--- src/rtl/jpeg_pkg.sv ---
// jpeg_pkg: marker byte values and streamer state encoding shared across the decoder front end.
package jpeg_pkg;
    localparam logic [7:0] MARKER_PREFIX = 8'hFF;
    localparam logic [7:0] MARKER_EOI    = 8'hD9;
    typedef enum logic [1:0] {ST_IDLE, ST_RUN, ST_DONE, ST_ERROR} stream_state_t;
endpackage

--- src/rtl/jpeg_byte_streamer_if.sv ---
// jpeg_byte_streamer_if: memory read port plus decoder byte stream of the streamer.
interface jpeg_byte_streamer_if #(parameter int ADDR_W = 16);
    logic              mem_rd_en;
    logic [ADDR_W-1:0] mem_addr;
    logic [7:0]        mem_rd_data;
    logic [7:0]        byte_out;
    logic              byte_valid;
    logic              parser_ready;
    modport master (output mem_rd_en, mem_addr, byte_out, byte_valid, input mem_rd_data, parser_ready);
    modport slave (input mem_rd_en, mem_addr, byte_out, byte_valid, output mem_rd_data, parser_ready);
endinterface

--- src/rtl/stream_fifo2.sv ---
// stream_fifo2: 2-entry byte FIFO; the head is presented directly as the stream output.
module stream_fifo2 (
    input  logic       clk,
    input  logic       rst_n,
    input  logic       push,
    input  logic       pop,
    input  logic       flush,
    input  logic [7:0] din,
    output logic [7:0] dout,
    output logic       valid,
    output logic [1:0] count
);
    logic [7:0] slot [2];
    logic wp, rp;
    assign dout = slot[rp];
    assign valid = count != 2'd0;
    always_ff @(posedge clk or negedge rst_n) begin
        if (!rst_n) begin
            slot[0] <= '0;
            slot[1] <= '0;
            wp <= 1'b0;
            rp <= 1'b0;
            count <= '0;
        end else if (flush) begin
            wp <= 1'b0;
            rp <= 1'b0;
            count <= '0;
        end else begin
            if (push) begin
                slot[wp] <= din;
                wp <= ~wp;
            end
            if (pop) rp <= ~rp;
            count <= count + 2'(push) - 2'(pop);
        end
    end
endmodule

--- src/rtl/jpeg_byte_streamer.sv ---
// jpeg_byte_streamer: streams a JPEG image from byte memory into the decoder until EOI or length,
// with a stall watchdog on the decoder handshake.
module jpeg_byte_streamer
    import jpeg_pkg::*;
#(
    parameter int ADDR_W      = 16,
    parameter int CNT_W       = 17,
    parameter int TIMEOUT_CYC = 2000
) (
    input  logic                 clk,
    input  logic                 rst_n,
    input  logic                 start,
    input  logic [ADDR_W-1:0]    base_addr,
    input  logic [CNT_W-1:0]     length,
    jpeg_byte_streamer_if.master bus,
    output logic                 busy,
    output logic                 done,
    output logic                 eoi_seen,
    output logic                 stall_error,
    output logic [CNT_W-1:0]     bytes_sent
);
    localparam int WD_W = $clog2(TIMEOUT_CYC + 1);
    stream_state_t state, state_n;
    logic [ADDR_W-1:0] base_q;
    logic [CNT_W-1:0] len_q, read_count;
    logic [WD_W-1:0] wd;
    logic [1:0] fifo_count;
    logic rd_q, prev_ff, accept, xfer, stalled, eoi_hit, last, wd_fire;
    assign accept  = start && state != ST_RUN;
    assign xfer    = bus.byte_valid && bus.parser_ready;
    assign stalled = bus.byte_valid && !bus.parser_ready;
    assign eoi_hit = xfer && prev_ff && bus.byte_out == MARKER_EOI;
    assign last    = eoi_hit || (xfer && bytes_sent + CNT_W'(1) == len_q);
    assign wd_fire = state == ST_RUN && stalled && wd == WD_W'(TIMEOUT_CYC - 1);
    assign busy    = state == ST_RUN;
    // Credit counts the byte leaving this cycle so back-to-back reads sustain 1 byte/cycle.
    assign bus.mem_rd_en = state == ST_RUN && !last && !wd_fire && read_count < len_q &&
                           (2'(rd_q) + fifo_count - 2'(xfer)) < 2'd2;
    assign bus.mem_addr  = base_q + read_count[ADDR_W-1:0];
    stream_fifo2 u_fifo (
        .clk  (clk),
        .rst_n(rst_n),
        .push (rd_q && state == ST_RUN),
        .pop  (xfer),
        .flush(last || wd_fire),
        .din  (bus.mem_rd_data),
        .dout (bus.byte_out),
        .valid(bus.byte_valid),
        .count(fifo_count)
    );
    always_ff @(posedge clk or negedge rst_n) begin
        if (!rst_n) state <= ST_IDLE;
        else state <= state_n;
    end
    always_comb begin
        state_n = state;
        if (accept) state_n = length == '0 ? ST_DONE : ST_RUN;
        else if (wd_fire) state_n = ST_ERROR;
        else if (last) state_n = ST_DONE;
    end
    always_ff @(posedge clk or negedge rst_n) begin
        if (!rst_n) begin
            base_q <= '0;
            len_q <= '0;
            read_count <= '0;
            wd <= '0;
            rd_q <= 1'b0;
            prev_ff <= 1'b0;
            done <= 1'b0;
            eoi_seen <= 1'b0;
            stall_error <= 1'b0;
            bytes_sent <= '0;
        end else begin
            rd_q <= bus.mem_rd_en;
            done <= (accept && length == '0) || last;
            wd <= (stalled && !accept) ? wd + WD_W'(1) : '0;
            if (accept) begin
                base_q <= base_addr;
                len_q <= length;
                read_count <= '0;
                prev_ff <= 1'b0;
                eoi_seen <= 1'b0;
                stall_error <= 1'b0;
                bytes_sent <= '0;
            end else begin
                if (bus.mem_rd_en) read_count <= read_count + CNT_W'(1);
                if (xfer) begin
                    bytes_sent <= bytes_sent + CNT_W'(1);
                    prev_ff <= bus.byte_out == MARKER_PREFIX;
                end
                if (eoi_hit) eoi_seen <= 1'b1;
                if (wd_fire) stall_error <= 1'b1;
            end
        end
    end
endmodule

--- src/flat_wrapper.sv ---
// flat-port wrapper written by rule: the top's interface ports become plain ports
module jpeg_byte_streamer_flat import jpeg_pkg::*;
#(
    parameter int ADDR_W      = 16,
    parameter int CNT_W       = 17,
    parameter int TIMEOUT_CYC = 2000
)
  (clk, rst_n, start, base_addr, length, busy, done, eoi_seen, stall_error, bytes_sent, bus_mem_rd_en, bus_mem_addr, bus_byte_out, bus_byte_valid, bus_mem_rd_data, bus_parser_ready);
  jpeg_byte_streamer_if #(.ADDR_W(ADDR_W)) bus_i ();
  input  logic clk;
  input  logic rst_n;
  input  logic start;
  input  logic [ADDR_W-1:0] base_addr;
  input  logic [CNT_W-1:0] length;
  output logic busy;
  output logic done;
  output logic eoi_seen;
  output logic stall_error;
  output logic [CNT_W-1:0] bytes_sent;
  output wire logic [$bits(bus_i.mem_rd_en)-1:0] bus_mem_rd_en;
  output wire logic [$bits(bus_i.mem_addr)-1:0] bus_mem_addr;
  output wire logic [$bits(bus_i.byte_out)-1:0] bus_byte_out;
  output wire logic [$bits(bus_i.byte_valid)-1:0] bus_byte_valid;
  input wire logic [$bits(bus_i.mem_rd_data)-1:0] bus_mem_rd_data;
  input wire logic [$bits(bus_i.parser_ready)-1:0] bus_parser_ready;
  assign bus_mem_rd_en = bus_i.mem_rd_en;
  assign bus_mem_addr = bus_i.mem_addr;
  assign bus_byte_out = bus_i.byte_out;
  assign bus_byte_valid = bus_i.byte_valid;
  assign bus_i.mem_rd_data = bus_mem_rd_data;
  assign bus_i.parser_ready = bus_parser_ready;
  jpeg_byte_streamer #(.ADDR_W(ADDR_W), .CNT_W(CNT_W), .TIMEOUT_CYC(TIMEOUT_CYC)) u_core (.clk(clk), .rst_n(rst_n), .start(start), .base_addr(base_addr), .length(length), .bus(bus_i), .busy(busy), .done(done), .eoi_seen(eoi_seen), .stall_error(stall_error), .bytes_sent(bytes_sent));
endmodule
--- config.mk ---
export PLATFORM = sky130hd
export DESIGN_NAME = jpeg_byte_streamer_flat
export DESIGN_NICKNAME = d
export VERILOG_FILES = /design/src/rtl/jpeg_pkg.sv /design/src/rtl/jpeg_byte_streamer_if.sv /design/src/rtl/stream_fifo2.sv /design/src/rtl/jpeg_byte_streamer.sv /design/src/flat_wrapper.sv
export SDC_FILE = /design/constraint.sdc
export NUM_CORES = 1
export LEC_CHECK = 0
export CORE_MARGIN = 2
export CORE_UTILIZATION = 55
export DETAILED_ROUTE_END_ITERATION = 10
export PLACE_DENSITY = 0.85
export SLEW_MARGIN = 20
export SYNTH_ARGS = -nofsm -noshare
export SYNTH_HDL_FRONTEND = slang
export SYNTH_HIERARCHICAL = 1
export SYNTH_SLANG_ARGS = --single-unit
--- constraint.sdc ---
create_clock -name clk -period 3.6 [get_ports clk]
set_input_delay 0.72 -clock clk [delete_from_list [all_inputs] [get_ports clk]]
set_output_delay 0.72 -clock clk [all_outputs]
set_load 0.005 [all_outputs]
== Word-level counts from Yosys, hierarchy flattened ==
Cells that the tools add are included.
Word-level totals
  register bits after elaboration: 105
  input bits: 45
Cells by class
  add/sub/neg operators: 8
  $lt $le $gt $ge: 5
  equality and inequality tests: 6
  mux-type cells: 26
  bitwise logic cells: 5
  reductions and logical operators: 33
Operator list (number)
  17-bit two-way mux: 4
  17-bit by 1-bit adder with 17-bit output, second input constant: 2
  8-bit two-way mux: 4
  17-bit == test: 1
  17-bit logical NOT: 1
  17-bit < comparator: 1
  16-bit adder: 1
  16-bit bitwise mux: 1
  8-bit == test, second input constant: 2
  1-bit logical AND: 16
  2-bit nonzero test: 7
  11-bit by 1-bit adder with 11-bit output, second input constant: 1
  11-bit == test, second input constant: 1
  11-bit two-way mux: 1
  1-bit two-way mux: 10
  2-bit two-way mux: 5
  8-bit demux with 1-bit select: 1
  2-bit greater-or-equal comparator, second input constant: 2
  1-bit logical NOT: 4
  1-bit inverter with 2-bit output: 2
  2-bit by 1-bit subtractor with 2-bit output: 2
  1-bit logical OR: 3
  1-bit inverter: 3
  3-bit nonzero test: 1
  other kinds (7): 7

== Depth between registers and ports, before layout ==
  depth in word-level cells: 14
  depth in mapped cells: 14
  mapped depth without buffers: 12

== Hierarchy ==
Netlist, hierarchy kept.
Modules (own cells, without submodules)
  jpeg_byte_streamer: times used 1, cells an instance 618, area each 5450.2 um^2, seq. area each 2127.0 um^2
  stream_fifo2: times used 1, cells an instance 59, area each 902.1 um^2, seq. area each 500.5 um^2

== Worst setup path after synthesis ==
No wires, ideal clock.
  kind: input to output
  from: input bus_parser_ready
  to: output bus_mem_rd_en
  arrival time: 2.561 ns
  path slack: 0.319 ns
  stages on the path: 12
  cell sequence: nand2_1 -> clkbuf_1 -> inv_1 -> ha_1 -> nor2b_1 -> xnor2_1 -> nor3_1 -> o221ai_1 -> nor2_1 -> nand3_4 -> buf_12 -> inv_1
On the way
  word-level cells in the longest chain between the ends: 9
RTL lines
  start: declaration: line flat_wrapper.sv:25  | input wire logic [$bits(bus_i.parser_ready)-1:0] bus_parser_ready;
  1-bit logical AND (*): line jpeg_byte_streamer.sv:30  | assign xfer = bus.byte_valid && bus.parser_ready;
  net u_core.xfer: line jpeg_byte_streamer.sv:28  | logic rd_q, prev_ff, accept, xfer, stalled, eoi_hit, last, wd_fire;
  branches (longest 7 deep; another with 2-bit by 1-bit subtractor with 2-bit output)
  1-bit logical AND (*): line jpeg_byte_streamer.sv:37  | assign bus.mem_rd_en = state == ST_RUN && !last && !wd_fire && read_count < len_q &&
  end: declaration: line flat_wrapper.sv:20  | output wire logic [$bits(bus_i.mem_rd_en)-1:0] bus_mem_rd_en;
Mark *: on every way through the listed nets, which the timed path passes.

== Worst setup path in the final report ==
  from: register u_core.base_q[0]
  to: output bus_mem_addr[14]
On the way
  word-level cells in the longest chain between the ends: 1
RTL lines
  start: declaration: line jpeg_byte_streamer.sv:24  | logic [ADDR_W-1:0] base_q;
  start signal: assignment: line jpeg_byte_streamer.sv:78  | base_q <= base_addr;
  16-bit adder: line jpeg_byte_streamer.sv:39  | assign bus.mem_addr = base_q + read_count[ADDR_W-1:0];
  end: declaration: line flat_wrapper.sv:21  | output wire logic [$bits(bus_i.mem_addr)-1:0] bus_mem_addr;
No other way between the ends.

==> summary.md <==
| Metric | Value |
|---|---|
| Run status | `complete, but fails checks` |
| Failing checks | `negative setup slack` |
| CP max stage delay | `0.36 ns` |
| Hold/Removal Path Class | `input pin to asynchronous set/reset pin` |
| Post-route DRC | `0` |
| Antenna cells | `0` |
| Sink Count | `105` |
| Post-synth top area cell | `dfrtp_1` |
| PwrDens | `642.1 nW/um2` |
| Die ar. | `12430 um2` |
| Final period utilization | `1.024` |
| Ys async rst share | `1.000` |
| Main synth FF type | `dfrtp_1` |
| Fillcell total | `786` |
| Layout cells sized above 1 | `0.1671` |
| Largest net degree at the start of global routing | `55` |
| First-pass iteration count of the detailed router | `5` |
| Worst Path Arrival | `2.96 ns` |
| Syn Area/Cell | `9.383 um2` |
| Worst R2R Start | `u_core/bytes_sent[0]` |
| H-tree depth | `3` |
| CP Class | `flop to primary output` |
| Initial Util | `0.5611` |
| Crit path cell chain | `ha_2 > inv_1 > fa_2 > nor2b_2 > o21ai_2 > a21o_1 > a21oi_2 > o2111ai_2 > a31oi_2 > buf_4 > a21oi_1 > o21bai_1 > xor2_1 > buf_2` |
| Max transition margin | `0.3625` |
| Pleak | `3.736 nW` |
| CTS clk-pin slew, worst paths | `0.08 ns` |
| Die height | `111.5 um` |
| Storage cell area | `2635 um2` |
| Critical-path top delay cell | `dfrtp_1` |
| Multi-input gate area | `3590 um2` |
| Post-synth cell types | `69` |
| Die Wd | `111.5 um` |
| Fin crit period | `3.685 ns` |
| Grt peak-use layer | `met2` |
| Met3 usage | `0.04192` |
| Worst setup SP type | `flop` |
| Routed via count | `5582` |
| GRT Overall Usage | `0.2665` |
| Met2 usage | `0.4634` |
| CP delay by family, top | `compound AO/OA/AOI/OAI gates` |
| Final hold vios | `0` |
| CTS tree | `done` |
| Cells after synthesis | `677` |
| Synth Cell Area | `6352 um2` |
| IO Count | `92` |
| GRT Residual Overflow | `0` |
| Max rail drop VDD | `0.0003612 V` |
| Critical path capture point type | `primary output` |
| First-pass GRT wire length | `26.73 mm` |
| Worst Setup SP | `u_core/base_q[0]` |
| Sequential area share after synthesis | `0.4136` |
| Post-route cell area | `8034 um2` |
| Worst path required time | `2.88 ns` |
| Crit path buffers/inverters | `3` |
| GR Util met1 | `0.3335` |
| Fin. max-slew vios | `0` |
| CORE AREA | `11320 um2` |
| Top cell type's share of synthesized area | `0.4136` |
| Reg-to-Reg End | `u_core/u_fifo/slot[10]` |
| Wirelength per Cell | `17.61 um` |
| Layout Skew | `0.007026 ns` |
| DR vias/cell | `5.907` |
| Worst setup margin | `-0.08485 ns` |
| Syn Nets | `760` |
| CTS Buf Count | `9` |
| Site Rows | `39` |
| Setup violators final | `2` |
| NumNets Final | `880` |
| Top cells by area, synth | `dfrtp_1, ha_1, nand2_1` |
| Most frequent cell after synthesis | `nand2_1` |
| R2R Setup Slk | `0.42 ns` |
| Post-Route WL | `16.64 mm` |
| Vias in the first global route | `5604` |
| Worst Reg2Reg Path Length in Cells | `12` |
| #FFs+latches synth | `105` |
| Max Fclk | `0.2714 GHz` |
| Detailed router's first-iteration violation count | `472` |
| Max Buffers Root-to-Sink | `2` |
| CP max FO | `2` |
| I/O Buffers | `91` |
| Placed Area | `7556 um2` |
| Fin util | `0.7097` |
| Post-synth EDFFs | `0` |
| Gp weighted congestion | `0.8869` |
| RSZ-0062 raised after global routing | `yes` |
| Routed Antenna Nets | `0` |
| Worst-Skew Late Latency | `0.35 ns` |
| CTS root buffer | `clkbuf_16` |
| Max_cap viols | `0` |
| Hpwl dp | `11.78 mm` |
| Area growth, synth to finish | `26.47%` |
| Initial antenna violation count | `0` |
| Ys Warns | `6` |
| Worst slew pin tran | `0.9563 ns` |
| Hold slack | `0.4003 ns` |
| Most instantiated cells after synthesis | `nand2_1, dfrtp_1, nor2_1` |
[cells by family after synthesis]
logic type      after synthesis  synth area share
xor+xnor                     60           0.08489
mux                          29           0.05042
buf+inv                      58           0.03998
simple gates                281            0.2216
fa+ha+maj                    38           0.07603
compound gates              106            0.1135
flops                       105            0.4136
[metrics by stage]
step / setup TNS, ns / std cells / total power (W) / setup WS [ns]
2_1_floorplan: 0 / 677 / 0.003170 / 0.3195
4_1_cts: -0.08771 / 938 / 0.005082 / -0.07372
3_5_place_dp: -0.3165 / 919 / 0.004067 / -0.1868
6_report: -0.1270 / 945 / 0.005159 / -0.08485
3_3_place_gp: -0.1696 / 919 / 0.003959 / -0.1696
5_1_grt: -0.4341 / 945 / 0.005483 / -0.2111
[where the power goes]
part	switching (W)	internal [W]
combinational	0.00124	0.00117
sequential	0.000252	0.00151
clock	0.000492	0.000491
total	0.00198	0.00318
[cell type report]
| cell class | count | area share |
|---|---|---|
| Clock buffer | 9 | 0.02803 |
| Clock inverter | 7 | 0.008254 |
| Inverter | 37 | 0.01729 |
| Multi-Input combinational cell | 514 | 0.4468 |
| Sequential cell | 105 | 0.3280 |
| Tap cell | 143 | 0.02227 |
| Timing Repair Buffer | 130 | 0.1494 |
[per-layer routing]
layer / up-vias / wire [um]
li1: 2601 / -
met1: 2695 / 6791
met2: 249 / 8411
met3: 37 / 1007
met4: 0 / 432
met5: - / 0
[sequential cells by signal, indices dropped and copies added, names as in the netlist, 2 cells and up]
name	count
u_core/state	2
u_core/base_q	16
u_core/len_q	17
u_core/wd	11
u_core/read_count	17
u_core/bytes_sent	17
u_core/u_fifo/slot	16
u_core/u_fifo/count	2
[layout by cell type (no fill, tap or decap), types with 6 or more instances in the layout]
| master | count |
|---|---|
| mux2_2 | 24 |
| clkbuf_16 | 9 |
| nor3_1 | 16 |
| ha_1 | 34 |
| xnor2_1 | 28 |
| inv_1 | 36 |
| buf_4 | 39 |
| nor4_1 | 8 |
| nand4_1 | 11 |
| dfrtp_1 | 99 |
| dfrtp_2 | 6 |
| o21a_1 | 9 |
| nand3_1 | 21 |
| nor2_1 | 58 |
| nand2_1 | 106 |
| o21ai_0 | 26 |
| a21oi_1 | 14 |
| clkdlybuf4s50_1 | 79 |
| xor2_1 | 29 |
| and3_1 | 9 |
| nand2b_1 | 7 |
[what timing repair did]
action / CTS / global route
pin swaps: 14 / 17
hold buffers: 0 / 0
setup endpoints to repair: 9 / 8
setup buffers: 3 / 7
resized for setup: 28 / 29
[worst max path at each step]
stage | slack [ns] | cells after the start | to
3_5_place_dp | -0.19 | 13 | bus_mem_rd_en
4_1_cts | -0.07 | 14 | bus_mem_addr[14]
3_3_place_gp | -0.17 | 13 | bus_mem_rd_en
6_report | -0.08 | 14 | bus_mem_addr[14]
5_1_grt | -0.21 | 14 | bus_mem_addr[14]
2_1_floorplan | 0.32 | 12 | bus_mem_rd_en
(Power assumes the default switching activity.)
